[src/rtl/uart_rx_frontend.sv]
// uart_rx_frontend: synchronizes the raw UART pin, recovers 8N1 frames using
// 16x oversampling with 2-of-3 majority voting, and buffers received bytes in
// a small first-word-fall-through FIFO. Framing errors, line breaks and
// overruns are reported as single-cycle status pulses.
module uart_rx_frontend #(
  parameter int CLOCK_FREQ = 100_000_000,
  parameter int BAUD_RATE  = 115200,
  parameter int OVERSAMPLE = 16,
  parameter int FIFO_DEPTH = 4
) (
  input  logic                          clk,
  input  logic                          rst_n,
  input  logic                          uart_rx,
  output logic [7:0]                    rx_data,
  output logic                          rx_valid,
  input  logic                          rx_ready,
  output logic                          frame_err,
  output logic                          break_det,
  output logic                          overrun,
  output logic                          rx_busy,
  output logic [$clog2(FIFO_DEPTH):0]   fifo_count
);

  localparam int DIV = CLOCK_FREQ / (BAUD_RATE * OVERSAMPLE);
  localparam int DW  = (DIV > 1) ? $clog2(DIV) : 1;
  localparam int AW  = (FIFO_DEPTH > 1) ? $clog2(FIFO_DEPTH) : 1;
  localparam int CW  = AW + 1;

  // Reject parameter sets the sampling scheme and FIFO pointers cannot handle.
  generate
    if (OVERSAMPLE != 16) begin : g_bad_oversample
      $error("uart_rx_frontend: OVERSAMPLE must be 16");
    end
    if (DIV < 2) begin : g_bad_div
      $error("uart_rx_frontend: CLOCK_FREQ/(BAUD_RATE*16) must be at least 2");
    end
    if ((FIFO_DEPTH < 2) || ((FIFO_DEPTH & (FIFO_DEPTH - 1)) != 0)) begin : g_bad_depth
      $error("uart_rx_frontend: FIFO_DEPTH must be a power of 2 and at least 2");
    end
  endgenerate

  typedef enum logic [1:0] {ST_IDLE, ST_START, ST_DATA, ST_STOP} state_t;

  state_t          state_q, state_d;
  logic            sync1_q, sync2_q, rxs;
  logic [1:0]      fill_q;
  logic            armed_q;
  logic [DW-1:0]   div_q;
  logic [3:0]      scnt_q;
  logic            tick, start_edge;
  logic            s7_q, s8_q, s9_q, s_last, maj;
  logic [2:0]      bit_q;
  logic [7:0]      shreg_q;
  logic            shift_en, stop_eval, push_req, ferr_d, brk_d;
  logic [7:0]      mem_q [FIFO_DEPTH];
  logic [AW-1:0]   wr_ptr_q, rd_ptr_q;
  logic [CW-1:0]   count_q;
  logic            pop, full, push_acc;
  logic            frame_err_q, break_det_q, overrun_q;

  assign rxs = sync2_q;

  // Two-flop synchronizer for the asynchronous serial line (idle level on reset).
  always_ff @(posedge clk or negedge rst_n) begin
    if (!rst_n) begin
      sync1_q <= 1'b1;
      sync2_q <= 1'b1;
    end else begin
      sync1_q <= uart_rx;
      sync2_q <= sync1_q;
    end
  end

  // Arm start detection once a genuine high level has come through the
  // synchronizer; fill_q masks the reset value of the sync flops so a line
  // held low through reset cannot arm the receiver.
  always_ff @(posedge clk or negedge rst_n) begin
    if (!rst_n) begin
      fill_q  <= 2'b00;
      armed_q <= 1'b0;
    end else begin
      fill_q <= {fill_q[0], 1'b1};
      if (fill_q[1] && rxs) armed_q <= 1'b1;
    end
  end

  assign start_edge = (state_q == ST_IDLE) && armed_q && !rxs;
  assign tick       = (div_q == DW'(DIV - 1));

  // Oversample tick divider and 16-phase sample counter, realigned at the start edge.
  always_ff @(posedge clk or negedge rst_n) begin
    if (!rst_n) begin
      div_q  <= '0;
      scnt_q <= 4'd0;
    end else if (start_edge) begin
      div_q  <= '0;
      scnt_q <= 4'd0;
    end else if (tick) begin
      div_q  <= '0;
      scnt_q <= scnt_q + 4'd1;
    end else begin
      div_q <= div_q + DW'(1);
    end
  end

  // Capture the three mid-bit samples used for the majority vote.
  always_ff @(posedge clk or negedge rst_n) begin
    if (!rst_n) begin
      s7_q <= 1'b1;
      s8_q <= 1'b1;
      s9_q <= 1'b1;
    end else if (tick) begin
      if (scnt_q == 4'd7) s7_q <= rxs;
      if (scnt_q == 4'd8) s8_q <= rxs;
      if (scnt_q == 4'd9) s9_q <= rxs;
    end
  end

  // The stop decision is taken on the scnt==9 tick itself, so the third
  // sample comes straight from the line instead of from s9_q.
  assign s_last = (scnt_q == 4'd9) ? rxs : s9_q;
  assign maj    = (s7_q & s8_q) | (s7_q & s_last) | (s8_q & s_last);

  // FSM state register.
  always_ff @(posedge clk or negedge rst_n) begin
    if (!rst_n) state_q <= ST_IDLE;
    else        state_q <= state_d;
  end

  // FSM next-state logic.
  always_comb begin
    state_d = state_q;
    case (state_q)
      ST_IDLE:  if (start_edge) state_d = ST_START;
      ST_START: if (tick && scnt_q == 4'd15) state_d = maj ? ST_IDLE : ST_DATA;
      ST_DATA:  if (tick && scnt_q == 4'd15 && bit_q == 3'd7) state_d = ST_STOP;
      ST_STOP:  if (tick && scnt_q == 4'd9) state_d = ST_IDLE;
      default:  state_d = ST_IDLE;
    endcase
  end

  // FSM outputs: bit shifting and stop-bit outcome strobes.
  always_comb begin
    shift_en  = (state_q == ST_DATA) && tick && (scnt_q == 4'd15);
    stop_eval = (state_q == ST_STOP) && tick && (scnt_q == 4'd9);
    push_req  = stop_eval && maj;
    ferr_d    = stop_eval && !maj;
    brk_d     = ferr_d && (shreg_q == 8'h00);
  end

  // Data shift register (LSB first) and bit index.
  always_ff @(posedge clk or negedge rst_n) begin
    if (!rst_n) begin
      bit_q   <= 3'd0;
      shreg_q <= 8'h00;
    end else if (state_q == ST_START) begin
      bit_q <= 3'd0;
    end else if (shift_en) begin
      bit_q   <= bit_q + 3'd1;
      shreg_q <= {maj, shreg_q[7:1]};
    end
  end

  assign pop      = rx_valid && rx_ready;
  assign full     = (count_q == CW'(FIFO_DEPTH));
  assign push_acc = push_req && (!full || pop);

  // Circular FIFO storage; a pop in the same cycle frees room for a push into a full FIFO.
  always_ff @(posedge clk or negedge rst_n) begin
    if (!rst_n) begin
      for (int i = 0; i < FIFO_DEPTH; i++) mem_q[i] <= 8'h00;
      wr_ptr_q <= '0;
      rd_ptr_q <= '0;
      count_q  <= '0;
    end else begin
      if (push_acc) begin
        mem_q[wr_ptr_q] <= shreg_q;
        wr_ptr_q        <= wr_ptr_q + AW'(1);
      end
      if (pop) rd_ptr_q <= rd_ptr_q + AW'(1);
      count_q <= count_q + CW'(push_acc) - CW'(pop);
    end
  end

  // Registered status pulses, aligned with the FIFO write edge.
  always_ff @(posedge clk or negedge rst_n) begin
    if (!rst_n) begin
      frame_err_q <= 1'b0;
      break_det_q <= 1'b0;
      overrun_q   <= 1'b0;
    end else begin
      frame_err_q <= ferr_d;
      break_det_q <= brk_d;
      overrun_q   <= push_req && !push_acc;
    end
  end

  assign rx_data    = mem_q[rd_ptr_q];
  assign rx_valid   = (count_q != '0);
  assign fifo_count = count_q;
  assign frame_err  = frame_err_q;
  assign break_det  = break_det_q;
  assign overrun    = overrun_q;
  assign rx_busy    = (state_q != ST_IDLE);

endmodule

[config.mk]
export PLATFORM = sky130hd
export DESIGN_NAME = uart_rx_frontend
export DESIGN_NICKNAME = d
export VERILOG_FILES = /design/src/rtl/uart_rx_frontend.sv
export SDC_FILE = /design/constraint.sdc
export NUM_CORES = 1
export LEC_CHECK = 0
export ABC_AREA = 1
export BUFFER_PORTS_ARGS = -buffer_cell sky130_fd_sc_hd__buf_2
export CAP_MARGIN = 20
export CORE_ASPECT_RATIO = 1.1
export CORE_MARGIN = 3
export CORE_UTILIZATION = 48
export DETAILED_ROUTE_END_ITERATION = 12
export PLACE_DENSITY = 0.7
export RECOVER_POWER = 50
export SYNTH_ARGS = -nofsm -noshare
export SYNTH_HDL_FRONTEND = slang
export SYNTH_SLANG_ARGS = --single-unit
[constraint.sdc]
create_clock -name clk -period 2.8 [get_ports clk]
set_clock_uncertainty 0.05 [all_clocks]
set_input_delay 0.28 -clock clk [delete_from_list [all_inputs] [get_ports clk]]
set_output_delay 0.28 -clock clk [all_outputs]
set_load 0.01 [all_outputs]
==> results of run 1 <==
-- cell type report --
type	count	area (um^2)
Fill cell	641	3189
Sequential cell	73	1833
Multi-Input combinational cell	283	1531
Clock buffer	10	137.6
Timing Repair Buffer	24	132.6
Inverter	31	116.4
Tap cell	85	106.4
Clock inverter	5	80.08
-- power by group through the flow --
stage	logic (W)	registers [W]	clock network, W
final	0.000770	0.00123	0.000910
after global routing	0.000881	0.00124	0.000969
after CTS	0.000782	0.00123	0.000930
after detailed placement	0.000778	0.00125	0
after global placement	0.000765	0.00124	0
after floorplan	0.000522	0.00123	0
-- worst min-delay path, cell delays in order --
cell and delay, ps:
buf_2 90, inv_1 60, a21oi_1 80, nand2_1 80, xor2_1 60
-- path summary, 6_finish.rpt --
kind / from / to / cells past startpoint
max in group asynchronous: rst_n / async pin / 1
min in group asynchronous: rst_n / mem_q[8]$_DFFE_PN0P_ / 1
min reg2reg: fill_q[0]$_DFF_PN0_ / fill_q[1]$_DFF_PN0_ / 0
max reg2reg: scnt_q[1]$_DFFE_PN0P_ / fifo_count[1]$_DFF_PN0_ / 13
max: scnt_q[1]$_DFFE_PN0P_ / fifo_count[1]$_DFF_PN0_ / 13
min: rx_ready / rd_ptr_q[1]$_DFFE_PN0P_ / 5
-- cell usage in the layout, fill, tap and decap left out, drive strengths merged --
cell type	instances
dfrtp	68
or2	1
clkinv	1
dlygate4sd3	1
xor2	3
nor3b	2
conb	1
o21ai	28
bufinv	2
and3	1
nand4	42
clkbuf	13
a21oi	7
xnor2	3
o22ai	8
nor3	4
dfstp	5
a31oi	2
nand2	113
nor4	2
clkinvlp	2
inv	31
nand3	18
fa	1
buf	20
ha	13
nor2	34
-- sequential cells by signal (all words and copies together), names as in the netlist, 2 cells and up, named ones only --
| name | flops |
|---|---|
| bit_q | 3 |
| div_q | 6 |
| fifo_count | 3 |
| fill_q | 2 |
| mem_q | 32 |
| rd_ptr_q | 2 |
| scnt_q | 4 |
| shreg_q | 8 |
| wr_ptr_q | 2 |
-- per-stage QoR --
step           hold WS [ps]  utilization [%]  setup slack, ps  total power [W]
4_1_cts               48.64            55.32            240.8         0.002939
3_5_place_dp          294.9            52.12            252.1         0.002026
2_1_floorplan        -65.59                -            382.0         0.001756
6_report              280.4            55.25            266.7         0.002908
3_3_place_gp          283.6            52.12            345.6         0.002007
5_1_grt               312.2            55.25            74.27         0.003093
-- logic make-up (layout without fill, tap and decap cells) --
kind of cell,count (synthesis),in the layout,synth area share (%)
compound gates,45,45,6.657
fa+ha+maj,14,14,5.116
flops,73,73,51.33
other cells,1,1,0.1050
simple gates,217,217,29.54
buf+inv,46,70,5.781
xor+xnor,6,6,1.472
-- repair_timing --
item | CTS | global route
hold endpoints to repair | 1 | 0
setup endpoints to repair | 0 | 0
hold buffers | 1 | 0
-- metal layers --
metal / track usage [%] / wire length, um
met1: 26.82 / 3525
met2: 31.42 / 3712
met3: 3.308 / 381
met4: 7.809 / 95
met5: 0 / 0
==> impl_metrics.yaml, run 1 <==
status:
  status: "finished, violations left"
  violations: "max-capacitance violations, max-slew violations"
final_layout:
  diodes: 0
  drive_gt1_share_pct: 12.68
  stdcell_area_um2: 3938
  synthToLayoutAreaGrowth_pct: 10.27
  finalNonFillerCells: 511
  finalNetCount: 440
timing:
  slew_headroom_pct: -18.30
  report.final.slew_viol_count: 74
  max_freq_ghz: 0.3947
  grt_setup_unrepaired: "false"
  fin_crit_ps: 2533
  setup_violations: 0
  worst-slew-pin-transition_ps: 1774
  fin_crit_sh_pct: 90.47
  setup_tns_ps: 0
  finalHoldViolCount: 0
grt:
  grt_first_pass_wirelength_um: 12930
  grt_pass1_vias: 2746
  track_usage_pct: 19.72
  grt_overflow_total: 0
  antenna_found_initial: 0
  grt_max_degree: 74
placed_design:
  numPortBuffers: 19
  hpwlAfterDp_um: 5072
  numPlacedInstances: 495
  post_dp_cell_area_um2: 3715
  gp_congestion: 0.8109
power_and_ir_drop:
  p_leak_nw: 2.021
  combPwrFrac_pct: 26.5
  power_frac_clock_pct: 31.3
  p_sw_share_pct: 33.25
  seqPwrFrac_pct: 42.2
  power_density_nw_per_um2: 738.5
  max-vdd-ir-drop_mv: 0.3540
  switching_power_w: 0.0009670
  p_int_w: 0.001941
critical_path:
  path_delay_family: "adder cells"
  crit_fanout: 4
  crit_type: "flip-flop to flip-flop"
  crit_chain: "inv_1, ha_1, nand4_1, nand3_1, nand2_1, nor2_8, nand2_1, ha_1, inv_1, ha_1, inv_1, fa_1, inv_1"
  cp_data_arrival_time_ps: 2730
  reg2reg_slack_ps: 270
  max_stage_delay_ps: 470
  crit_buf_inv: 4
  critPathLaunchType: "flip-flop"
  cp-end-kind: "flip-flop"
  cp_slowest_cell: "fa_1"
  path_common_cell: "inv_1"
  required_ps: 3000
floorplan:
  die_h_um: 96.46
  rows: 32
  die-area_um2: 8512
  core-area_um2: 7127
  start_util_pct: 50.11
  fp.dieW_um: 88.24
  num_io_pins: 20
drt:
  drc_errors: 0
  dr.pass1.iters: 5
  drt_wl_total_um: 7715
  final_antenna_net_count: 0
  drt-initial-drc-count: 219
  avgRoutedWirePerCell_um: 15.10
  routed_via_density: 5.632
  vias: 2878
clock_network:
  clkTransAtPathRegs_ps: 80
  max-clock-path-buffers: 2
  htreeDepth: 3
  worstSkewPairLatency_ps: 350
  cts_root_buffer: "clkbuf_8"
  cts_resized: 0
  numCtsBuffers: 9
  post_cts_buffers: 0
  tritoncts: "built"
  clkSinkCount: 73
synth:
  syn_nets: 420
  ys_seq_elements: 73
  ys.flop_type: "dfrtp_1"
  synth_most_common_cell: "nand2_1"
  yosysSeqAreaShare_pct: 51.33
  ys_top_cells_by_area: "dfrtp_1, nand2_1, nand4_1"
  yosysWarnings: 0
  synth_area_um2: 3571
  yosysTopAreaCell: "dfrtp_1"
  yosysUniqueCellTypes: 33
  synthTopCellsByCount: "nand2_1, dfrtp_1, nand4_1, inv_1, nor2_1"
  async_flop_share_pct: 100.0
  synth.avg_cell_area_um2: 8.883
  synth-edff-count: 0
  synth_top_area_share_pct: 47.65
  syn_inst: 402
job:
  maxCapViolations: 1
worst_hold_path:
  hold_class: "input port to flip-flop"
Power figures use the tool's default switching activity.
==> run 2: changes to the inputs <==
- CORE_MARGIN: 3 -> 2
- SETUP_SLACK_MARGIN: default -> 0.1
- clock period: 2.8 -> 2.5 ns (I/O delays scaled with it)
==> impl_metrics.yaml, run 2 (synthesized netlist as in run 1, its figures left out) <==
status:
  status: "finished, violations left"
  violations: "max-capacitance violations, max-slew violations"
clock_network:
  max-clock-path-buffers: 2
  clkSinkCount: 73
  htreeDepth: 3
  worstSkewPairLatency_ps: 350
  numCtsBuffers: 9
  tritoncts: "built"
  clkTransAtPathRegs_ps: 80
  cts_root_buffer: "clkbuf_8"
power_and_ir_drop:
  p_leak_nw: 2.086
  power_density_nw_per_um2: 803.9
  max-vdd-ir-drop_mv: 0.5220
timing:
  setup_violations: 0
  finalHoldViolCount: 0
  grt_setup_unrepaired: "true"
  max_freq_ghz: 0.4395
  fin_ws_ps: 224.9
  holdWs_ps: 281.4
  report.final.slew_viol_count: 74
  setup_tns_ps: 0
  worst-slew-pin-transition_ps: 1599
  fin_crit_sh_pct: 91.00
  fin_crit_ps: 2275
  slew_headroom_pct: -6.629
floorplan:
  fp.dieW_um: 86.24
  start_util_pct: 50.11
  core-area_um2: 7127
  rows: 32
  die-area_um2: 8146
  die_h_um: 94.46
  num_io_pins: 20
final_layout:
  synthToLayoutAreaGrowth_pct: 13.88
  reg.largest.list: "mem_q (32), shreg_q (8), div_q (6)"
  final_common_cell: "nand2_1"
  diodes: 0
  drive_gt1_share_pct: 16.44
  seqCellArea_um2: 1833
  fillCellCount: 646
  layout_common_cells: "nand2_1, dfrtp_1, nand4_1, nor2_1, inv_1"
  largest_register_ffs: 32
  largest-register: "mem_q"
  finalNonFillerCells: 523
  multi_input_area_um2: 1577
  finalNetCount: 451
drt:
  dr.pass1.iters: 4
  drt_wl_total_um: 7970
  routed_via_density: 5.532
  vias: 2893
  drt-initial-drc-count: 138
  avgRoutedWirePerCell_um: 15.24
  drc_errors: 0
  final_antenna_net_count: 0
worst_hold_path:
  hold_class: "input port to flip-flop"
critical_path:
  timing.rr.start: "scnt_q[1]$_DFFE_PN0P_"
  crit_fanout: 3
  cp-end-kind: "flip-flop"
  r2r_end: "fifo_count[1]$_DFF_PN0_"
  cp_data_arrival_time_ps: 2470
  crit_type: "flip-flop to flip-flop"
  critPathLaunchType: "flip-flop"
  crit_path_start: "scnt_q[1]$_DFFE_PN0P_"
  reg2reg_depth: 14
  required_ps: 2690
  reg2reg_slack_ps: 220
  critPathCapture: "fifo_count[1]$_DFF_PN0_"
grt:
  grt_first_pass_wirelength_um: 13300
  track_usage_pct: 21.13
  antenna_found_initial: 0
  grt_max_degree: 74
  grt_pass1_vias: 2784
  grt_overflow_total: 0
placed_design:
  hpwlAfterDp_um: 5045
  place_ws_ps: 34.02
  numPlacedInstances: 500
  numPortBuffers: 19
  gp_congestion: 0.8759
job:
  maxCapViolations: 1
-- run 2: how the worst min path moves through the flow --
| stage | startpoint | end | slack [ps] | cells past startpoint |
|---|---|---|---|---|
| floorplan | rst_n | async pin | -100 | 0 |
| global placement | rst_n | mem_q[26]$_DFFE_PN0P_ | 260 | 2 |
| detailed placement | rst_n | mem_q[2]$_DFFE_PN0P_ | 260 | 2 |
| CTS | rx_ready | rd_ptr_q[0]$_DFFE_PN0P_ | 250 | 4 |
| global route | rx_ready | rd_ptr_q[0]$_DFFE_PN0P_ | 310 | 4 |
| finish | rx_ready | rd_ptr_q[0]$_DFFE_PN0P_ | 280 | 4 |
-- run 2: what timing repair did --
item,in CTS,in global routing
setup endpoints to repair,2,2
resized for setup,0,9
hold buffers,2,0
gates cloned,0,0
endpoints found under the hold margin,69,0
buffers inserted,3,2
pin swaps,4,7
-- run 2: through the flow --
step                      utilization [%]  cell area, um^2  total power, W
after global routing                57.06             4066        0.003480
after floorplan                         -             3576        0.001968
after global placement              52.86             3767        0.002256
after detailed placement            52.86             3767        0.002273
after CTS                           56.55             4030        0.003303
final                               57.06             4066        0.003269
-- run 2: worst max-delay path: stages, from the launching register on --
cell and delay [ps]:
dfrtp_1 390, inv_2 90, ha_4 140, nand3_2 110
nand2_2 120, nand3_2 80, nand2_2 130, nor2_8 50
nand2_4 60, ha_4 190, inv_1 50, ha_1 130
inv_1 50, fa_1 500, inv_1 40
-- run 2: layout make-up --
class	instances	share of cell area, %
clock buffers	11	3.477
multi-input cells	283	38.77
inverters	31	2.862
flip-flops and latches	73	45.08
well taps	85	2.615
repair buffers	35	5.262
clock inverters	5	1.938
-- run 2: power by group --
group	total (W)	internal, W	switching (W)
combinational	0.000868	0.000329	0.000539
clock	0.00103	0.000590	0.000435
sequential	0.00138	0.00127	0.000106
total	0.00327	0.00219	0.00108
-- run 2: layer usage --
metal  share of wire, %  wire length, um  up-vias  track usage, %
li1                   -                -     1413               -
met1                 45             3562     1408           27.83
met2                 49             3936       59           34.50
met3                3.7              297       13           3.409
met4                2.2              174        0           9.505
met5                  0                0        -               0
==> run 3: changes to the inputs <==
- clock period: 2.5 -> 2.1 ns (I/O delays scaled with it)
==> impl_metrics.yaml, run 3 (synthesized netlist as in run 1, its figures left out) <==
status:
  status: "finished, violations left"
  violations: "max-capacitance violations, max-slew violations, negative setup slack"
timing:
  worst-slew-pin-transition_ps: 1514
  setup_tns_ps: -228.3
  max_freq_ghz: 0.4472
  grt_setup_unrepaired: "true"
  slew_headroom_pct: -0.9058
  finalHoldViolCount: 0
  setup_violations: 2
  report.final.slew_viol_count: 26
  fin_crit_ps: 2236
  fin_ws_ps: -136.1
  fin_crit_sh_pct: 106.5
floorplan:
  start_util_pct: 50.11
  rows: 32
  die-area_um2: 8146
  num_io_pins: 20
  core-area_um2: 7127
  fp.dieW_um: 86.24
  die_h_um: 94.46
final_layout:
  largest-register: "mem_q"
  layout_common_cells: "nand2_1, dfrtp_1, buf_4, nand4_1, nor2_1"
  synthToLayoutAreaGrowth_pct: 20.88
  reg.largest.list: "mem_q (32), shreg_q (8), div_q (6)"
  drive_gt1_share_pct: 24.30
  diodes: 0
  finalNonFillerCells: 550
  largest_register_ffs: 32
  final_common_cell: "nand2_1"
  finalNetCount: 479
grt:
  grt_overflow_total: 0
  antenna_found_initial: 0
  grt_first_pass_wirelength_um: 14250
  grt_max_degree: 42
  track_usage_pct: 22.80
  grt_pass1_vias: 2951
power_and_ir_drop:
  finalPower_w: 0.003857
  max-vdd-ir-drop_mv: 0.6057
  power_density_nw_per_um2: 893.5
  p_leak_nw: 2.229
placed_design:
  hpwlAfterDp_um: 5440
  numPortBuffers: 19
  numPlacedInstances: 521
  gp_congestion: 0.8449
worst_hold_path:
  hold_class: "flip-flop to flip-flop"
critical_path:
  crit_type: "flip-flop to flip-flop"
  cp_data_arrival_time_ps: 2440
  critPathLaunchType: "flip-flop"
  required_ps: 2300
  cp-end-kind: "flip-flop"
  crit_fanout: 2
clock_network:
  htreeDepth: 3
  max-clock-path-buffers: 2
  tritoncts: "built"
  clkSinkCount: 73
  worstSkewPairLatency_ps: 350
  cts_root_buffer: "clkbuf_8"
  numCtsBuffers: 9
  clkTransAtPathRegs_ps: 80
drt:
  final_antenna_net_count: 0
  dr.pass1.iters: 4
  drt_wl_total_um: 8450
  routed_via_density: 5.531
  vias: 3042
  avgRoutedWirePerCell_um: 15.36
  drc_errors: 0
  drt-initial-drc-count: 222
job:
  maxCapViolations: 1
-- run 3: cell count changes in the layout (fill, tap and decap cells not counted), sizes merged --
cell | previous run | this run
buf | 30 | 54
bufinv | 2 | 0
clkbuf | 14 | 17
clkinvlp | 0 | 3
inv | 32 | 31
-- run 3: final cells by class --
class	instances	area (um^2)
clock buffers	10	137.6
flip-flops and latches	73	1833
well taps	85	106.4
fillers	605	2810
inverters	31	116.4
repair buffers	63	427.9
clock inverters	5	32.53
multi-input cells	283	1663
-- run 3: stage by stage --
stage	hold WS, ps	setup slack [ps]	instance area (um^2)	utilization, %
2_1_floorplan	-135.6	-240.1	3611	-
3_3_place_gp	210.3	-158.2	3960	55.57
3_5_place_dp	220.6	-238.4	3960	55.57
4_1_cts	308.4	-116.1	4267	59.87
5_1_grt	311.4	-212.7	4317	60.57
6_report	305.3	-136.1	4317	60.57
-- run 3: power breakdown --
group	total (W)	switching [W]	internal, W
registers	0.00159	0.0000786	0.00151
logic	0.00128	0.000764	0.000513
clock network	0.000990	0.000540	0.000450
total	0.00386	0.00138	0.00247
-- run 3: critical path, cell delays in order, from the launching register on --
cell	delay [ps]
dfrtp_1	380
inv_1	70
ha_2	180
nand3_2	80
nor2_4	120
nand3_4	110
nor2_8	130
nand2_4	60
ha_4	210
inv_2	50
ha_4	110
inv_2	30
fa_2	520
inv_2	30
-- run 3: final timing paths --
kind                                     startpoint  slack [ps]  depth (start not counted)                      end
max in group asynchronous                     rst_n         220                          3         s7_q$_DFFE_PN1P_
worst min register to register  fill_q[0]$_DFF_PN0_         310                          0      fill_q[1]$_DFF_PN0_
worst max-delay path             div_q[1]$_DFF_PN0_        -140                         13  fifo_count[1]$_DFF_PN0_
worst min-delay path            fill_q[0]$_DFF_PN0_         310                          0      fill_q[1]$_DFF_PN0_
worst max register to register   div_q[1]$_DFF_PN0_        -140                         13  fifo_count[1]$_DFF_PN0_
min in group asynchronous                     rst_n         730                          2     bit_q[0]$_DFFE_PN0P_
-- run 3: repair_timing --
action / 4_1_cts / 5_1_grt
setup endpoints to repair: 2 / 34
pin swaps: 6 / 9
gates resized for setup: 9 / 14
hold endpoints to repair: 22 / 0
setup buffers: 10 / 4
gates cloned: 0 / 0
hold buffers: 2 / 0
-- run 3: layer usage --
metal	part of all wire (%)	global-route usage, %	up-vias
met5	0	0	-
met4	2.2	8.854	0
met3	4.2	4.720	15
met2	51	38.57	81
met1	43	28.74	1482
li1	-	-	1464
